--- src/rtl/varlat_bank_responder.sv ---
// Bank-side responder: grants interconnect requests against a credit budget, drives a
// fixed-latency SRAM and returns in-order responses through a fall-through FIFO.
module varlat_bank_responder #(
  parameter int unsigned AddrMemWidth = 12,
  parameter int unsigned DataWidth    = 32,
  parameter int unsigned BeWidth      = DataWidth / 8,
  parameter int unsigned SramLatency  = 1,
  parameter int unsigned RspDepth     = 2,
  parameter bit          WriteRespOn  = 1'b1
) (
  input  logic                    clk_i,
  input  logic                    rst_i,
  input  logic                    req_i,
  output logic                    gnt_o,
  input  logic [AddrMemWidth-1:0] add_i,
  input  logic                    we_i,
  input  logic [DataWidth-1:0]    wdata_i,
  input  logic [BeWidth-1:0]      be_i,
  output logic                    rvalid_o,
  input  logic                    rready_i,
  output logic [DataWidth-1:0]    rdata_o,
  output logic                    sram_req_o,
  output logic                    sram_we_o,
  output logic [AddrMemWidth-1:0] sram_addr_o,
  output logic [DataWidth-1:0]    sram_wdata_o,
  output logic [BeWidth-1:0]      sram_be_o,
  input  logic [DataWidth-1:0]    sram_rdata_i
);

  localparam int unsigned CntW = $clog2(RspDepth + 1);
  localparam int unsigned PtrW = (RspDepth > 1) ? $clog2(RspDepth) : 1;
  localparam logic [CntW-1:0] CntMax  = CntW'(RspDepth);
  localparam logic [PtrW-1:0] PtrLast = PtrW'(RspDepth - 1);

  if (SramLatency < 1) begin : g_bad_latency
    $fatal(1, "varlat_bank_responder: SramLatency must be >= 1");
  end
  if (RspDepth < 1) begin : g_bad_depth
    $fatal(1, "varlat_bank_responder: RspDepth must be >= 1");
  end

  logic [CntW-1:0]      cnt_reg, cnt_next;
  logic                 accept, needs_rsp, push, push_is_wr, pop;
  logic [DataWidth-1:0] push_data;

  // Request side: grant depends only on the registered credit count.
  assign gnt_o        = !rst_i && (cnt_reg < CntMax);
  assign accept       = req_i && gnt_o;
  assign needs_rsp    = accept && (!we_i || WriteRespOn);
  assign sram_req_o   = accept;
  assign sram_we_o    = we_i;
  assign sram_addr_o  = add_i;
  assign sram_wdata_o = wdata_i;
  assign sram_be_o    = be_i;

  // Tracking pipe mirrors the SRAM latency; it never stalls since credits reserve FIFO room.
  logic [SramLatency-1:0] pipe_vld_reg, pipe_wr_reg;
  logic [SramLatency:0]   vld_chain, wr_chain;

  assign vld_chain[0] = needs_rsp;
  assign wr_chain[0]  = we_i;
  for (genvar gi = 0; gi < SramLatency; gi++) begin : g_pipe
    assign vld_chain[gi+1] = pipe_vld_reg[gi];
    assign wr_chain[gi+1]  = pipe_wr_reg[gi];
  end

  always_ff @(posedge clk_i) begin
    if (rst_i) begin
      pipe_vld_reg <= '0;
      pipe_wr_reg  <= '0;
    end else begin
      pipe_vld_reg <= vld_chain[SramLatency-1:0];
      pipe_wr_reg  <= wr_chain[SramLatency-1:0];
    end
  end

  assign push       = vld_chain[SramLatency];
  assign push_is_wr = wr_chain[SramLatency];
  assign push_data  = push_is_wr ? '0 : sram_rdata_i;

  // Response FIFO with fall-through: an incoming entry is visible the cycle it arrives.
  logic [DataWidth-1:0] fifo_mem_reg [RspDepth];
  logic [PtrW-1:0]      wr_ptr_reg, rd_ptr_reg;
  logic [CntW-1:0]      fifo_cnt_reg, fifo_cnt_next;
  logic                 fifo_empty, fifo_full, fifo_wr, fifo_rd;

  assign fifo_empty = (fifo_cnt_reg == '0);
  assign fifo_full  = (fifo_cnt_reg == CntMax);

  always_comb begin
    rvalid_o = 1'b0;
    rdata_o  = '0;
    if (!rst_i) begin
      rvalid_o = !fifo_empty || push;
      if (!fifo_empty) begin
        rdata_o = fifo_mem_reg[rd_ptr_reg];
      end else if (push) begin
        rdata_o = push_data;
      end
    end
  end

  assign pop     = rvalid_o && rready_i;
  assign fifo_rd = pop && !fifo_empty;
  assign fifo_wr = push && !(fifo_empty && pop);

  function automatic logic [PtrW-1:0] ptr_inc(input logic [PtrW-1:0] p);
    return (p == PtrLast) ? '0 : p + 1'b1;
  endfunction

  always_comb begin
    fifo_cnt_next = fifo_cnt_reg;
    case ({fifo_wr, fifo_rd})
      2'b10:   fifo_cnt_next = fifo_cnt_reg + 1'b1;
      2'b01:   fifo_cnt_next = fifo_cnt_reg - 1'b1;
      default: fifo_cnt_next = fifo_cnt_reg;
    endcase
  end

  always_comb begin
    cnt_next = cnt_reg;
    case ({needs_rsp, pop})
      2'b10:   cnt_next = cnt_reg + 1'b1;
      2'b01:   cnt_next = cnt_reg - 1'b1;
      default: cnt_next = cnt_reg;
    endcase
  end

  always_ff @(posedge clk_i) begin
    if (fifo_wr) begin
      fifo_mem_reg[wr_ptr_reg] <= push_data;
    end
  end

  always_ff @(posedge clk_i) begin
    if (rst_i) begin
      cnt_reg      <= '0;
      fifo_cnt_reg <= '0;
      wr_ptr_reg   <= '0;
      rd_ptr_reg   <= '0;
    end else begin
      assert (!(push && fifo_full));
      cnt_reg      <= cnt_next;
      fifo_cnt_reg <= fifo_cnt_next;
      if (fifo_wr) wr_ptr_reg <= ptr_inc(wr_ptr_reg);
      if (fifo_rd) rd_ptr_reg <= ptr_inc(rd_ptr_reg);
    end
  end

endmodule

--- config.mk ---
export PLATFORM = sky130hd
export DESIGN_NAME = varlat_bank_responder
export DESIGN_NICKNAME = d
export VERILOG_FILES = /design/src/rtl/varlat_bank_responder.sv
export SDC_FILE = /design/constraint.sdc
export NUM_CORES = 1
export LEC_CHECK = 0
export ABC_CLOCK_PERIOD_IN_PS = 3050
export BUFFER_PORTS_ARGS = -buffer_cell sky130_fd_sc_hd__buf_4
export CAP_MARGIN = 40
export CORE_MARGIN = 3
export CORE_UTILIZATION = 34
export CTS_BUF_LIST = sky130_fd_sc_hd__clkbuf_4
export DETAILED_ROUTE_END_ITERATION = 10
export SLEW_MARGIN = 20
export SYNTH_ARGS = -nofsm -noshare
export SYNTH_HDL_FRONTEND = slang
export SYNTH_SLANG_ARGS = --single-unit
export TNS_END_PERCENT = 100
--- constraint.sdc ---
create_clock -name clk_i -period 3.05 [get_ports clk_i]
set_clock_uncertainty 0.15 [all_clocks]
set_input_delay 0.4575 -clock clk_i [delete_from_list [all_inputs] [get_ports clk_i]]
set_output_delay 0.4575 -clock clk_i [all_outputs]
set_load 0.05 [all_outputs]
# Word-level counts from Yosys, hierarchy flattened
# Memories as Yosys holds them, arrays and structs flattened. A register that Yosys moved wholly into a read port is not among the register bits.
# Cells that the tools add are included.
# classes
n_addsub	6
magnitude_cmp	1
n_eq_ne	4
mux	13
n_reduce_logical	13
# op_table
operator	count
32-bit 2-to-1 mux	4
2-bit case mux with 2 select lines	2
1-bit 2-to-1 mux	7
1-bit logical AND	6
2-bit by 1-bit adder with 2-bit output (second input constant)	2
2-bit by 1-bit equality test with 1-bit output (second input constant)	2
2-bit equality test (second input constant)	2
2-bit nonzero test	2
2-bit by 1-bit subtractor with 2-bit output (second input constant)	2
1-bit zero test	3
1-bit adder (second input constant)	2
2-bit zero test	1
2-bit less-than comparator (second input constant)	1
1-bit logical OR	1
# word_totals
regBits	8
ram_bits	64
input_bits	85
out_inout_bits	84
word_cells	44
memories	1
# memory_table
name	words	word_bits	rd	rd_clocked_by_memory_dff	write_ports	line	text
fifo_mem_reg	2	32	1	1	1	82	logic [DataWidth-1:0] fifo_mem_reg [RspDepth];

# Depth between registers and ports, before layout
# logic_depth
word_depth	10
ltp_mapped	9
mapped_depth_nobuf	7

# Worst setup path after synthesis
# No wires, ideal clock.
# synth_path
kind	input-to-reg
from	input port rst_i
to	memory fifo_mem_reg[0][0], enable pin
setup_time_ns	0.421
t_arrival_ns	2.286
required_ns	2.479
path_slack_ns	0.193
stages	4
n_path_buf	1
path_cell_list	clkbuf_1 > nand2b_1 > o21ai_1 > nor2_1
# synth_via
elab_chain_cells	7
# synth_rtl
element	line	text
from (decl)	12	input logic rst_i,
1-bit 2-to-1 mux	93	if (!rst_i) begin
1-bit logical AND	103	assign pop = rvalid_o && rready_i;
1-bit logical AND	105	assign fifo_wr = push && !(fifo_empty && pop);
1-bit zero test	105	
1-bit logical AND	105	
1-bit 2-to-1 mux	130	if (fifo_wr) begin
1-bit 2-to-1 mux (implied by the code)	131	fifo_mem_reg[wr_ptr_reg] <= push_data;
to (decl)	82	
# No other way between the ends.

# Worst setup path in the final report
# layout_path
from	register pipe_wr_reg
to	output port rdata_o[0]
# layout_via
elab_chain_cells	4
# layout_rtl
element	line	text
from (decl)	57	logic [SramLatency-1:0] pipe_vld_reg, pipe_wr_reg;
from (signal assigned)	73	pipe_wr_reg <= wr_chain[SramLatency-1:0];
32-bit 2-to-1 mux	79	assign push_data = push_is_wr ? '0 : sram_rdata_i;
net push_data[0]	44	logic [DataWidth-1:0] push_data;
32-bit 2-to-1 mux	97	end else if (push) begin
32-bit 2-to-1 mux	95	if (!fifo_empty) begin
32-bit 2-to-1 mux	93	
to (decl)	21	output logic [DataWidth-1:0] rdata_o,
# The timed path passes the listed nets, and every way through them passes these cells.

==> results by group <==
Critical path
  – Crit-path cells: buf_4 > nor2b_1 > nand3_1 > a21oi_1 > buf_4
  – Peak fanout along the critical path: 19
  – Top cell by count, worst path: buf_4
  – Setup CP Type: reg2out
  – R2r worst-path depth: 6
  – Worst path required time: 2.44 ns
  – Largest stage delay, worst path: 0.48 ns
  – Crit path DAT: 1.97 ns
  – Largest delay contributor family on the critical path: buffers and inverters
  – CP Capture Type: output port
  – Worst path depth: 5
  – Buf+Inv Stages, Crit Path: 2
  – Critical path's slowest cell: dfxtp_1
  – Critical Path Source Type: flop

GRT
  – First-pass GRT wire length: 12600 um
  – GRT overflow: 0
  – Vias in the first global route: 2496
  – Total track usage: 12.8%
  – Pin count of the biggest net entering global routing: 35
  – Antenna violations before repair: 0

Layout
  – Nets: 451
  – Largest register FFs: 64
  – Area growth from synthesis to layout: 13.5%
  – Layout cells sized above 1: 34.4%
  – Final antenna diode count: 0

CTS
  – CTS Root Cell: clkbuf_4
  – TritonCTS buffer count: 9
  – Post-CTS sizing: 0
  – CTS Sinks: 73
  – Clock Latency Late Sink: 0.40 ns
  – TritonCTS clock tree: built
  – CTS max path bufs: 2
  – Worst-path clk slew: 0.11 ns
  – Hold-fix buffers, CTS: 0
  – Post-CTS Setup Inserts: 0
  – H-tree levels: 3

Hold path
  – Hold depth: 2
  – Min-delay worst type: in2reg

Yosys
  – Async SR Flop Fraction: 0%
  – Syn_nets: 430
  – Count leader, synth: edfxtp_1
  – Post-Syn Area: 0.00382 sq mm
  – Synth top area cells: edfxtp_1 (50%), buf_4 (10%), mux2_2 (7.4%)
  – List of most frequent post-synthesis cells: edfxtp_1 (64), buf_4 (52), a21oi_1 (34)
  – Synth area leader: edfxtp_1
  – Yosys cell types: 25
  – Top FF cell, synth: edfxtp_1
  – Synth warn: 0
  – Seq/Total Area, Yosys: 55.1%
  – Synth Instances: 343
  – Post-synth EDFFs: 64
  – Synthesized area per cell: 11.1 sq um
  – Synth top area share: 50.3%
  – #FFs+latches synth: 73

Floorplan
  – DIE AREA: 0.0125 sq mm
  – Boundary pin count: 169
  – Die Y: 112 um
  – Die Width: 112 um
  – Starting Density: 35.1%
  – Core area: 0.0109 sq mm
  – Site Rows: 38

Power
  – Power per cell area: 562 mW/mm^2
  – Leakage power: 1.58 nW
  – Max VDD drop: 182 uV
  – Pwr Total: 0.00244 W

Detailed routing
  – Drc violations: 0
  – Detailed-route via count: 2437
  – Routed len/inst: 15.9 um
  – Post-Route WL: 8080 um
  – Vias per Instance: 4.79
  – DRT iter0 DRCs: 127
  – Post-route ant nets: 0
  – Drt pass-1 iters: 6

STA
  – Period utilization: 84.5%
  – Max Clock Freq: 0.388 GHz
  – Slew HR: 66.9%
  – Setup TNS: 0 ns
  – Final slew viol count: 0
  – Min Tclk post-route: 2.58 ns
  – RSZ-0062 raised after global routing: false
  – Hold slack: 0.125 ns
  – Worst-margin pin slew: 0.495 ns
  – Fin. Hold Viols: 0
  – Final setup vio count: 0

Outcome
  – Status: completed

Place
  – DP HPWL: 5300 um
  – Gpl congestion: 0.748
  – IO buf count: 72

Job
  – Max Cap Viol: 0
## power breakdown
| part | total, W | internal (W) | switching, W | leakage [nW] |
|---|---|---|---|---|
| Clock | 0.000594 | 0.000275 | 0.000319 | 0.0811 |
| Combinational | 0.000664 | 0.000249 | 0.000415 | 0.832 |
| Sequential | 0.00118 | 0.00114 | 0.0000336 | 0.665 |
## area by class of cell
| class | count | area [sq um] |
|---|---|---|
| clock buffer | 12 | 90.1 |
| clock inverter | 4 | 45.0 |
| timing repair buffer | 82 | 681 |
| inverter | 3 | 11.3 |
| multi-input combinational | 195 | 1230 |
| fill | 1072 | 6550 |
| tap | 140 | 175 |
| sequential | 73 | 2100 |
## final timing paths
kind                                      from                            to  slack [ns]
setup / recovery        pipe_wr_reg$_SDFF_PP0_                    rdata_o[0]        0.47
hold reg to reg        cnt_reg[1]$_SDFFE_PP0P_       cnt_reg[1]$_SDFFE_PP0P_        0.35
hold / removal                            we_i        pipe_wr_reg$_SDFF_PP0_        0.12
setup reg to reg  fifo_cnt_reg[0]$_SDFFE_PP0P_  fifo_cnt_reg[1]$_SDFFE_PP0P_        0.76
## layer usage
metal | up-vias | routed length, um | GRT usage (%)
met4 | 0 | 165 | 6.73
met3 | 21 | 620 | 3.53
met2 | 88 | 4000 | 21.4
met1 | 1146 | 3300 | 15.0
li1 | 1182 | - | -
met5 | - | 0 | 0
## placed cells by master (no fill, tap or decap), types with 8 or more instances in the layout
cell type,n
nand2_1,33
nand3_1,32
edfxtp_1,64
nor2_1,11
mux2_2,25
nor2b_1,33
clkbuf_4,12
a21oi_1,34
dfxtp_1,8
mux2_1,8
buf_4,78
## metrics by stage
step | instance area [sq um] | utilization (%) | instances | setup WS, ns
3_5_place_dp | 4140 | 38.1 | 491 | 0.716
4_1_cts | 4280 | 39.3 | 507 | 0.256
6_report | 4330 | 39.8 | 509 | 0.471
2_1_floorplan | 3820 | - | 343 | 0.193
5_1_grt | 4330 | 39.8 | 509 | 0.267
3_3_place_gp | 4140 | 38.1 | 491 | 0.760
## logic make-up (layout without fill, tap and decap cells)
kind of cell | Yosys count | count (layout) | share of synthesized area, %
adder cells (fa/ha/maj) | 2 | 2 | 0.655
XOR/XNOR | 5 | 5 | 1.15
AND/OR/NAND/NOR | 116 | 116 | 14.9
flip-flops | 73 | 73 | 55.1
AO/OA/AOI/OAI | 39 | 39 | 5.18
multiplexers | 33 | 33 | 9.73
buffers and inverters | 75 | 101 | 13.3
Note: power is estimated with default switching activity, not from simulation.
